$ cat config.mk
export PLATFORM = sky130hd
export DESIGN_NAME = arashi_ingress
export DESIGN_NICKNAME = d
export VERILOG_FILES = /design/src/rtl/arashi_pkg.sv /design/src/rtl/arashi_ingress_fifo.sv /design/src/rtl/arashi_ingress.sv
export SDC_FILE = /design/constraint.sdc
export NUM_CORES = 1
export LEC_CHECK = 0
export ABC_AREA = 1
export BUFFER_PORTS_ARGS = -buffer_cell sky130_fd_sc_hd__buf_4
export CAP_MARGIN = 25
export CORE_MARGIN = 1
export CORE_UTILIZATION = 25
export DETAILED_ROUTE_END_ITERATION = 10
export PLACE_DENSITY_LB_ADDON = 0.12
export SETUP_SLACK_MARGIN = 0.15
export SLEW_MARGIN = 20
export SYNTH_ARGS = -nofsm -noshare
export SYNTH_HDL_FRONTEND = slang
export SYNTH_SLANG_ARGS = --single-unit
$ cat constraint.sdc
create_clock -name clk -period 8.36 [get_ports clk]
set_clock_uncertainty 0.2 [all_clocks]
set_input_delay 2.508 -clock clk [delete_from_list [all_inputs] [get_ports clk]]
set_output_delay 2.508 -clock clk [all_outputs]
set_load 0.01 [all_outputs]
$ cat src/rtl/arashi_pkg.sv
// Shared op encodings for the arashi ingress path.
// The ARASHI_INGRESS_STAT_EN option lives in arashi_ingress and does not affect this package.
package arashi_pkg;

    typedef logic [1:0] arashi_op_t;

    localparam arashi_op_t CTRL_IDLE = 2'b00;
    localparam arashi_op_t CTRL_RD   = 2'b01;
    localparam arashi_op_t CTRL_WR   = 2'b10;

    // A combined read+write request is stored as a plain write.
    function automatic arashi_op_t normalize_op(input arashi_op_t op);
        return op[1] ? CTRL_WR : op;
    endfunction

endpackage

$ cat src/rtl/arashi_ingress_fifo.sv
// Single-thread synchronous FIFO holding {op, data}.
// The caller never pushes into a full FIFO and never pops an empty one.
module arashi_ingress_fifo #(
    parameter int WIDTH = 34,
    parameter int DEPTH = 4
) (
    input  logic             clk,
    input  logic             rstn,
    input  logic             push,
    input  logic [WIDTH-1:0] din,
    input  logic             pop,
    output logic [WIDTH-1:0] dout,
    output logic             empty,
    output logic             full
);

    localparam int AW = $clog2(DEPTH);

    logic [AW-1:0]    wr_ptr_q, wr_ptr_d;
    logic [AW-1:0]    rd_ptr_q, rd_ptr_d;
    logic [AW:0]      count_q, count_d;
    logic [WIDTH-1:0] mem_q [DEPTH];
    logic [WIDTH-1:0] mem_d [DEPTH];

    always_comb begin
        mem_d    = mem_q;
        wr_ptr_d = wr_ptr_q;
        rd_ptr_d = rd_ptr_q;
        count_d  = count_q;
        if (push) begin
            mem_d[wr_ptr_q] = din;
            wr_ptr_d        = wr_ptr_q + 1'b1;
        end
        if (pop) begin
            rd_ptr_d = rd_ptr_q + 1'b1;
        end
        if (push && !pop) begin
            count_d = count_q + 1'b1;
        end else if (pop && !push) begin
            count_d = count_q - 1'b1;
        end
    end

    always_ff @(posedge clk or negedge rstn) begin
        if (!rstn) begin
            wr_ptr_q <= '0;
            rd_ptr_q <= '0;
            count_q  <= '0;
            for (int i = 0; i < DEPTH; i++) begin
                mem_q[i] <= '0;
            end
        end else begin
            wr_ptr_q <= wr_ptr_d;
            rd_ptr_q <= rd_ptr_d;
            count_q  <= count_d;
            mem_q    <= mem_d;
        end
    end

    assign dout  = mem_q[rd_ptr_q];
    assign empty = (count_q == '0);
    assign full  = (count_q == (AW+1)'(DEPTH));

endmodule

$ cat src/rtl/arashi_ingress.sv
// Per-thread request buffer feeding arashi_top with round-robin write capping.
// Define ARASHI_INGRESS_STAT_EN to add per-thread saturating stall counters (stall_cnt port).
module arashi_ingress
    import arashi_pkg::*;
#(
    parameter int DATA_WIDTH   = 32,
    parameter int THREAD_NUM   = 4,
    parameter int FIFO_DEPTH   = 4,
    parameter int WR_PER_CYCLE = 2
) (
    input  logic                             clk,
    input  logic                             rstn,
    input  logic [THREAD_NUM-1:0]            req_valid,
    output logic [THREAD_NUM-1:0]            req_ready,
    input  logic [2*THREAD_NUM-1:0]          req_op,
    input  logic [DATA_WIDTH*THREAD_NUM-1:0] req_data,
    output logic [2*THREAD_NUM-1:0]          ctrl,
    output logic [DATA_WIDTH*THREAD_NUM-1:0] wdata
`ifdef ARASHI_INGRESS_STAT_EN
    ,
    output logic [16*THREAD_NUM-1:0]         stall_cnt
`endif
);

    localparam int PW = $clog2(THREAD_NUM);

    // Handshake: a request transfers on a clock edge where req_valid & req_ready are both high;
    // req_ready depends only on FIFO occupancy, never on the same-cycle pop.
    logic [THREAD_NUM-1:0]  full, empty, push, pop;
    arashi_op_t             head_op   [THREAD_NUM];
    logic [DATA_WIDTH-1:0]  head_data [THREAD_NUM];
    logic [PW-1:0]          rr_ptr_q, rr_ptr_d;
    logic [2*THREAD_NUM-1:0]          ctrl_q, ctrl_d;
    logic [DATA_WIDTH*THREAD_NUM-1:0] wdata_q, wdata_d;

    assign req_ready = ~full & {THREAD_NUM{rstn}};

    for (genvar t = 0; t < THREAD_NUM; t++) begin : g_thread
        // Idle ops are acknowledged but never stored.
        assign push[t] = req_valid[t] & req_ready[t] & (req_op[2*t +: 2] != CTRL_IDLE);

        arashi_ingress_fifo #(
            .WIDTH (2 + DATA_WIDTH),
            .DEPTH (FIFO_DEPTH)
        ) u_fifo (
            .clk   (clk),
            .rstn  (rstn),
            .push  (push[t]),
            .din   ({normalize_op(req_op[2*t +: 2]), req_data[DATA_WIDTH*t +: DATA_WIDTH]}),
            .pop   (pop[t]),
            .dout  ({head_op[t], head_data[t]}),
            .empty (empty[t]),
            .full  (full[t])
        );
    end

    always_comb begin
        logic [PW:0]   sum;
        logic [PW-1:0] idx;
        int            wr_cnt;
        pop      = '0;
        rr_ptr_d = rr_ptr_q;
        wr_cnt   = 0;
        sum      = '0;
        idx      = '0;
        for (int t = 0; t < THREAD_NUM; t++) begin
            if (!empty[t] && head_op[t] == CTRL_RD) begin
                pop[t] = 1'b1;
            end
        end
        // Scan writes starting at rr_ptr with wrap-around; the pointer follows the last grant.
        for (int i = 0; i < THREAD_NUM; i++) begin
            sum = {1'b0, rr_ptr_q} + (PW+1)'(i);
            if (sum >= (PW+1)'(THREAD_NUM)) begin
                sum = sum - (PW+1)'(THREAD_NUM);
            end
            idx = sum[PW-1:0];
            if (!empty[idx] && head_op[idx] == CTRL_WR && wr_cnt < WR_PER_CYCLE) begin
                pop[idx] = 1'b1;
                wr_cnt   = wr_cnt + 1;
                rr_ptr_d = (idx == PW'(THREAD_NUM - 1)) ? '0 : idx + 1'b1;
            end
        end
    end

    always_comb begin
        ctrl_d  = '0;
        wdata_d = wdata_q;
        for (int t = 0; t < THREAD_NUM; t++) begin
            if (pop[t]) begin
                ctrl_d[2*t +: 2]                   = head_op[t];
                wdata_d[DATA_WIDTH*t +: DATA_WIDTH] = head_data[t];
            end
        end
    end

    always_ff @(posedge clk or negedge rstn) begin
        if (!rstn) begin
            rr_ptr_q <= '0;
            ctrl_q   <= '0;
            wdata_q  <= '0;
        end else begin
            rr_ptr_q <= rr_ptr_d;
            ctrl_q   <= ctrl_d;
            wdata_q  <= wdata_d;
        end
    end

    assign ctrl  = ctrl_q;
    assign wdata = wdata_q;

`ifdef ARASHI_INGRESS_STAT_EN
    logic [16*THREAD_NUM-1:0] stall_q, stall_d;

    always_comb begin
        stall_d = stall_q;
        for (int t = 0; t < THREAD_NUM; t++) begin
            if (req_valid[t] && !req_ready[t] && stall_q[16*t +: 16] != 16'hFFFF) begin
                stall_d[16*t +: 16] = stall_q[16*t +: 16] + 16'd1;
            end
        end
    end

    always_ff @(posedge clk or negedge rstn) begin
        if (!rstn) begin
            stall_q <= '0;
        end else begin
            stall_q <= stall_d;
        end
    end

    assign stall_cnt = stall_q;
`endif

endmodule

# Yosys cells after proc, flatten, opt, wreduce, memory -nomap -nowiden
# Index checks and enable logic that the tools add are counted.
op_classes:
  addsub: 29
  order_cmp: 31
  eq_ne: 16
  muxes: 91
  bitwise_logic: 26
  n_reduce_logical: 56
ops:
  columns: ["op", "count"]
  rows:
  - ["$bwmux 136", 4]
  - ["$mux 34", 12]
  - ["$bmux 34 s2", 4]
  - ["$demux 34 s2", 4]
  - ["$lt 32x3->1 const B", 3]
  - ["$add 32x2->32 const B", 2]
  - ["$mux 32", 2]
  - ["$mux 2", 28]
  - ["$ge 3x3->1 const B", 15]
  - ["$not 2->3", 12]
  - ["$logic_and 1x1->1", 27]
  - ["$add 2x1->2 const B", 12]
  - ["$mux 3", 8]
  - ["$bmux 2 s2", 4]
  - ["$eq 2x2->1 const B", 8]
  - ["$logic_not 1->1", 16]
  - ["$mux 4", 4]
  - ["$or 4x4->4", 4]
  - ["$reduce_bool 2->1", 8]
  - ["$mux 1", 13]
  - ["$add 3x1->3 const B", 4]
  - ["$eq 3x3->1 const B", 4]
  - ["$logic_not 3->1", 4]
  - ["$lt 2x3->1 const B", 4]
  - ["other kinds (14)", 43]
totals:
  ff_bits: 710
  input_bits: 142
  out_inout_bits: 140
  elab_cells: 283

# Logic depth before layout (Yosys ltp)
# Gate-level depths: netlist of the first run.
depth:
  word_depth: 22
  depth_mapped: 23
  mapped_depth_nobuf: 21

# Hierarchy
# A second synthesis of the first run with hierarchy kept.
unflattened:
  cells_unflattened: 3820
  area_unflattened_um2: 32976.6
by_module_without_submodules:
  columns: ["mod", "n_inst", "cells_each", "area_per_inst_um2", "seq_area_each_um2"]
  rows:
  - ["arashi_ingress_fifo", 4, 774, 6697.7, 3578.4]
  - ["arashi_ingress", 1, 724, 6185.9, 3453.3]

# Least setup slack after synthesis of the first run
# OpenSTA, ideal clock, no wires.
synth_timing:
  path_kind: "in2out"
  from: "in rstn"
  to: "out req_ready[0]"
  t_arrival_ps: 2822
  required_time_ps: 5652
  path_slack_ps: 2830
  cell_stages: 2
  n_path_buf: 0
  cell_sequence: "inv_1 -> a31oi_1"
synth_via:
  elab_chain_cells: 1
synth_rtl:
  columns: ["item", "line_no", "text"]
  rows:
  - ["from (decl)", "arashi_ingress.sv:12", "input logic rstn,"]
  - ["$and 4x4->4", "arashi_ingress.sv:36", "assign req_ready = ~full & {THREAD_NUM{rstn}};"]
  - ["to (decl)", "arashi_ingress.sv:14", "output logic [THREAD_NUM-1:0] req_ready,"]
# Every way passes these cells.

# Worst setup path in the final report of the first run
# Same ends and word-level chain as after synthesis.

==> results of run 1 <==
final timing paths:
path,start,to,slack [ns],depth (start not counted)
worst max-delay path,rstn,req_ready[0],1.52,4
worst min-delay path,g_thread[2].u_fifo.mem_q[134],g_thread[2].u_fifo.mem_q[134],0.29,1
worst max register to register,g_thread[1].u_fifo.rd_ptr_q[1],g_thread[3].u_fifo.count_q[2],2.70,22
worst min register to register,g_thread[2].u_fifo.mem_q[134],g_thread[2].u_fifo.mem_q[134],0.29,1
max in group asynchronous,rstn,g_thread[0].u_fifo.mem_q[85],2.92,6
min in group asynchronous,rstn,g_thread[3].u_fifo.mem_q[84],1.56,1
metrics by stage:
step	cells	setup slack, ns	hold slack, ns	total power [W]
3_3_place_gp	4635	1.44	0.274	0.0142
2_1_floorplan	2842	2.83	0.264	0.0118
4_1_cts	4795	1.42	0.292	0.0185
5_1_grt	4800	1.29	0.297	0.0197
3_5_place_dp	4636	1.43	0.280	0.0145
6_report	4800	1.52	0.287	0.0181
routing by layer:
metal / track usage (%) / wire (µm) / vias to the layer above
li1: - / - / 10256
met1: 19.4 / 42900 / 11485
met2: 24.5 / 45500 / 404
met3: 3.69 / 5010 / 166
met4: 5.24 / 2180 / 14
met5: 0 / 91 / -
kinds of logic after synthesis:
logic type	Yosys count	synth area share [%]
AO/OA/AOI/OAI	446	7.74
XOR/XNOR	17	0.470
adder cells (fa/ha/maj)	30	1.28
buffers and inverters	260	3.93
flip-flops	710	56.1
multiplexers	514	18.3
AND/OR/NAND/NOR	865	12.2
registers in the layout, summed over array words and instances (netlist names):
signal / cells
ctrl: 8
g_thread.u_fifo.count_q: 12
g_thread.u_fifo.mem_q: 544
g_thread.u_fifo.rd_ptr_q: 8
g_thread.u_fifo.wr_ptr_q: 8
rr_ptr_q: 2
wdata: 128
power breakdown:
part	total (W)	internal [W]	switching, W
logic	0.00810	0.00307	0.00503
registers	0.00611	0.00523	0.000886
clock network	0.00389	0.00236	0.00153
worst max-delay path, stage by stage:
cell and delay, ns:
buf_8 0.35, inv_1 0.39, a31oi_1 0.60, buf_4 0.24
area by class of cell:
type,count,area [µm²],share of cell area (%)
tap,1650,2060,5.38
clock buffer,144,2790,7.27
antenna,2,5.00,0.0130
sequential,710,17800,46.3
clock inverter,15,169,0.440
multi-input combinational,1872,12700,33.2
inverter,86,333,0.868
timing repair buffer,321,2500,6.52
cell usage in the layout, fill, tap and decap left out, types with 24 or more instances in the layout:
cell type / instances
buf_4: 315
clkbuf_1: 24
clkbuf_16: 93
clkbuf_8: 27
dfrtp_1: 706
ha_1: 26
inv_1: 78
mux2_2: 513
nand2_1: 363
nand3_1: 168
nor2_1: 276
o21ai_0: 284
o22ai_1: 128
==> results.py, run 1 <==
metrics = {
    "status": {
        "outcome": "finished clean",
    },
    "setup_path": {
        "crit_required_ns": 5.65,
        "critPathMaxFanout": 60,
        "critPathCaptureType": "output port",
        "worstSetupPathType": "in -> out",
        "cp-start-kind": "primary input",
        "arrival_ns": 4.14,
    },
    "power": {
        "ir_drop_v": 0.000270,
        "p_leak_nw": 17.2,
        "power.density_mw_per_mm2": 472,
    },
    "floorplanning": {
        "die_x_um": 358,
        "core-area_mm2": 0.126,
        "die_h_um": 358,
        "rows": 130,
        "start_util_pct": 25.2,
        "die-area_mm2": 0.128,
        "ios": 282,
    },
    "clocking": {
        "clk_path_buf_depth": 3,
        "cts.clk_slew.worst_paths_ns": 0.06,
        "cts_hold_buffers": 0,
        "post-cts-setup-buffers": 0,
        "numCtsBuffers": 89,
        "cts_root_buffer": "clkbuf_16",
        "htreeDepth": 3,
        "cts_tree": "built",
        "cts_resized": 0,
        "numClockSinks": 710,
        "clk_latency_ns": 0.69,
    },
    "synth": {
        "syn_area_mm2": 0.0317,
        "avgSynthCellArea_um2": 11.1,
        "synth_largest_area_cell": "dfrtp_1",
        "yosysWarnings": 0,
        "synth_area_leaders": "dfrtp_1, mux2_2, o21ai_0",
        "synth_top_area_share_pct": 56.1,
        "synth_common_cells": "dfrtp_1, mux2_2, nand2_1",
        "ys_async_sr_fraction_pct": 100,
        "synth_flop_cell": "dfrtp_1",
        "synth_edf_count": 0,
        "yosysSeqAreaShare_pct": 56.1,
        "synth_fp_nets": 3014,
        "synth_seq_cells": 710,
        "syn_inst": 2842,
        "synth_most_common_cell": "dfrtp_1",
        "synth_cell_types": 40,
    },
    "placement": {
        "place_congestion": 0.732,
        "io_buffers": 281,
        "dp_hpwl_mm": 55.1,
        "place_area_mm2": 0.0353,
    },
    "grt": {
        "grt_max_degree": 83,
        "track_usage_pct": 15.1,
        "grt_pass1_vias": 24027,
        "grt-ovfl-total": 0,
        "antenna_found_initial": 9,
        "grt_pass1_wl_mm": 148,
    },
    "sta": {
        "max_freq_mhz": 146,
        "rsz0062_at_grt": "false",
        "period_share_pct": 81.9,
        "worst_pin_slew_ns": 1.05,
        "fin_crit_ns": 6.84,
        "maxSlewHeadroom_pct": 29.7,
        "hold_viol": 0,
        "setup_viol": 0,
        "slew_violations": 0,
        "tns_ns": 0,
    },
    "worst_hold_path": {
        "hold_path.class": "reg -> reg",
    },
    "finish": {
        "drive_above_1_share_pct": 32.7,
        "fin_util_pct": 30.5,
        "area_growth_pct": 21.2,
        "nFillCells": 12895,
        "layout.nets": 3252,
        "final_area_mm2": 0.0384,
    },
    "route": {
        "drc": 0,
        "antenna_left": 0,
        "drt_iter0_drc": 1031,
        "wl_per_cell_um": 19.9,
        "vias": 22325,
        "totalWireLength_mm": 95.7,
        "avgViaCountPerCell": 4.65,
        "drt_first_pass_iters": 5,
    },
    "run": {
        "drv_cap": 0,
    },
}
(Power assumes the default switching activity.)
==> inputs of run 2 (changes only) <==
ABC_AREA = 0   (was 1)
clock period = 6.3 ns   (was 8.36 ns; I/O delays follow)
==> run 2 against run 1 <==
  * Sequential power up 34%
  * Flip-flop and latch count did not move
  * Combinational power rose by 33%
  * Total power grew 33%
==> results.py, run 2 <==
metrics = {
    "route": {
        "drc": 0,
        "avgViaCountPerCell": 4.43,
        "wl_per_cell_um": 20.5,
        "drt_first_pass_iters": 4,
        "vias": 17243,
        "drt_iter0_drc": 715,
        "totalWireLength_mm": 79.6,
        "antenna_left": 0,
    },
    "worst_hold_path": {
        "worstHoldPathCells": 1,
        "hold_path.class": "reg -> reg",
    },
    "finish": {
        "final_cell_mix": "dfrtp_1, mux2_2, buf_4",
        "drive_above_1_share_pct": 58.2,
        "area_growth_pct": 22.6,
        "fin_util_pct": 30.9,
        "top_register": "g_thread.u_fifo.mem_q",
        "largest_reg_flops": 544,
        "final_common_cell": "dfrtp_1",
        "final_cells": 3888,
        "layout.nets": 2357,
    },
    "sta": {
        "slew_violations": 0,
        "rsz0062_at_grt": "false",
        "setup_viol": 0,
        "worst_pin_slew_ns": 0.951,
        "maxSlewHeadroom_pct": 36.6,
        "hold_viol": 0,
        "period_share_pct": 82.6,
        "max_freq_mhz": 192,
        "worst_slack_ns": 1.09,
        "tns_ns": 0,
        "fin_crit_ns": 5.21,
    },
    "synth": {
        "synth_fa_ha_area_share_pct": 1.30,
        "synth_cell_types": 52,
        "synth_most_common_cell": "dfrtp_1",
        "synth_largest_area_cell": "dfrtp_1",
        "ys_async_sr_fraction_pct": 100,
        "syn_inst": 1870,
        "synth_top_area_share_pct": 57.0,
        "syn_area_mm2": 0.0312,
        "yosys.area_share.simple_pct": 2.02,
        "synthXorXnorAreaFrac_pct": 0.674,
        "synth_top_family_by_area": "multiplexers",
        "synth_compound_area_share_pct": 1.85,
        "synth_fp_nets": 2042,
        "synthMuxAreaShare_pct": 35.4,
        "synth_flop_cell": "dfrtp_1",
        "synth_edf_count": 0,
        "yosysSeqAreaShare_pct": 57.0,
        "yosysWarnings": 0,
        "synth_seq_cells": 710,
        "synth_area_leaders": "dfrtp_1, mux2_2, mux4_2",
        "avgSynthCellArea_um2": 16.7,
        "synth_common_cells": "dfrtp_1, mux2_2, mux4_2",
    },
    "power": {
        "pwr-share-comb_pct": 44.7,
        "pwr-share-clk_pct": 21.3,
        "p_int_w": 0.0163,
        "switching_share_pct": 32.3,
        "ir_drop_v": 0.000618,
        "p_leak_nw": 16.8,
        "power.density_mw_per_mm2": 630,
        "power_w": 0.0241,
        "power.switching_w": 0.00778,
        "sequentialPowerShare_pct": 34.0,
    },
    "grt": {
        "grt_pass1_vias": 19283,
        "antenna_found_initial": 5,
        "track_usage_pct": 12.8,
        "grt_max_degree": 151,
        "grt-ovfl-total": 0,
        "grt_pass1_wl_mm": 123,
    },
    "placement": {
        "place_ws_ns": 1.10,
        "place_inst": 3729,
        "place_congestion": 0.716,
        "io_buffers": 281,
        "dp_hpwl_mm": 47.6,
    },
    "setup_path": {
        "rr_worst_depth": 16,
        "arrival_ns": 3.12,
        "path_cells": "buf_8 -> a21boi_0 -> buf_4",
        "cp_slowest_stage_delay_ns": 0.66,
        "crit_required_ns": 4.21,
        "crit_cells": 3,
        "critPathMaxFanout": 30,
        "critPathBufInv": 2,
        "critPathCaptureType": "output port",
        "path_delay_family": "compound AO/OA/AOI/OAI gates",
        "cp-start-kind": "primary input",
        "cpMaxStageDelayCell": "a21boi_0",
        "worstSetupPathType": "in -> out",
    },
    "floorplanning": {
        "die_h_um": 355,
        "rows": 129,
        "die-area_mm2": 0.126,
        "die_x_um": 355,
        "start_util_pct": 25.2,
        "ios": 282,
        "core-area_mm2": 0.124,
    },
    "clocking": {
        "cts_hold_buffers": 0,
        "clk_path_buf_depth": 3,
        "numCtsBuffers": 90,
        "htreeDepth": 3,
        "cts_root_buffer": "clkbuf_16",
        "clk_latency_ns": 0.65,
        "post-cts-setup-buffers": 0,
        "numClockSinks": 710,
        "cts.clk_slew.worst_paths_ns": 0.05,
        "cts_resized": 0,
        "cts_tree": "built",
    },
    "run": {
        "drv_cap": 0,
    },
    "status": {
        "outcome": "finished clean",
    },
}
[run 2: cell count changes after synthesis, sizes merged, moves of 140 or more]
cell / change
nand2: -335
nor2: -283
o21ai: -264
nand3: -173
mux2: +149
mux4: +140
[run 2: power groups by stage]
stage / clock network (W) / registers, W / logic, W
2_1_floorplan: 0 / 0.00799 / 0.00833
3_3_place_gp: 0 / 0.00814 / 0.0109
3_5_place_dp: 0 / 0.00829 / 0.0110
4_1_cts: 0.00537 / 0.00823 / 0.0111
5_1_grt: 0.00555 / 0.00852 / 0.0117
6_report: 0.00513 / 0.00820 / 0.0108
[run 2: worst paths after layout]
check	end	startpoint	slack, ns
worst max-delay path	req_ready[2]	rstn	1.09
worst min-delay path	g_thread[2].u_fifo.mem_q[51]	g_thread[2].u_fifo.mem_q[51]	0.30
worst max register to register	g_thread[0].u_fifo.count_q[2]	g_thread[3].u_fifo.rd_ptr_q[1]	1.28
worst min register to register	g_thread[2].u_fifo.mem_q[51]	g_thread[2].u_fifo.mem_q[51]	0.30
max in group asynchronous	g_thread[1].u_fifo.mem_q[123]	rstn	2.45
min in group asynchronous	g_thread[2].u_fifo.wr_ptr_q[1]	rstn	0.95
[run 2: layout make-up]
cell class,count,area (µm²)
antenna,1,2.50
clock buffer,135,2690
clock inverter,22,260
fill,12293,85400
inverter,26,97.6
multi-input combinational,1037,12900
sequential,710,17800
tap,1637,2050
timing repair buffer,320,2460
[run 2: per-layer routing]
layer | part of all wire (%) | vias up | global-route usage (%)
met5 | 0.055 | - | 0
met1 | 44 | 9251 | 16.6
met2 | 48 | 291 | 20.9
met3 | 5.0 | 130 | 3.37
met4 | 2.4 | 6 | 3.72
li1 | - | 7565 | -
[run 2: through the flow]
step / hold slack, ns / area (µm²)
6_report: 0.295 / 38200
4_1_cts: 0.293 / 38200
3_3_place_gp: 0.281 / 35200
5_1_grt: 0.307 / 38200
3_5_place_dp: 0.282 / 35200
2_1_floorplan: 0.252 / 31200
[run 2: cell families after synthesis]
group,count (synthesis)
compound gates,68
fa+ha+maj,30
xor+xnor,24
flops,710
buf+inv,123
simple gates,112
mux,803
[run 2: worst reg2reg max path: stages (launching register included)]
cell and delay, ns:
dfrtp_2 0.61, buf_4 0.53, nand3b_1 0.18, a2111oi_0 0.75, nor4_1 0.21, a22oi_4 0.34
ha_1 0.31, a41oi_2 0.16, a22oi_2 0.38, nand3_4 0.10, inv_1 0.11, ha_1 0.19
inv_1 0.06, fa_1 0.38, xor2_1 0.15, nor2_1 0.11, xor2_1 0.16
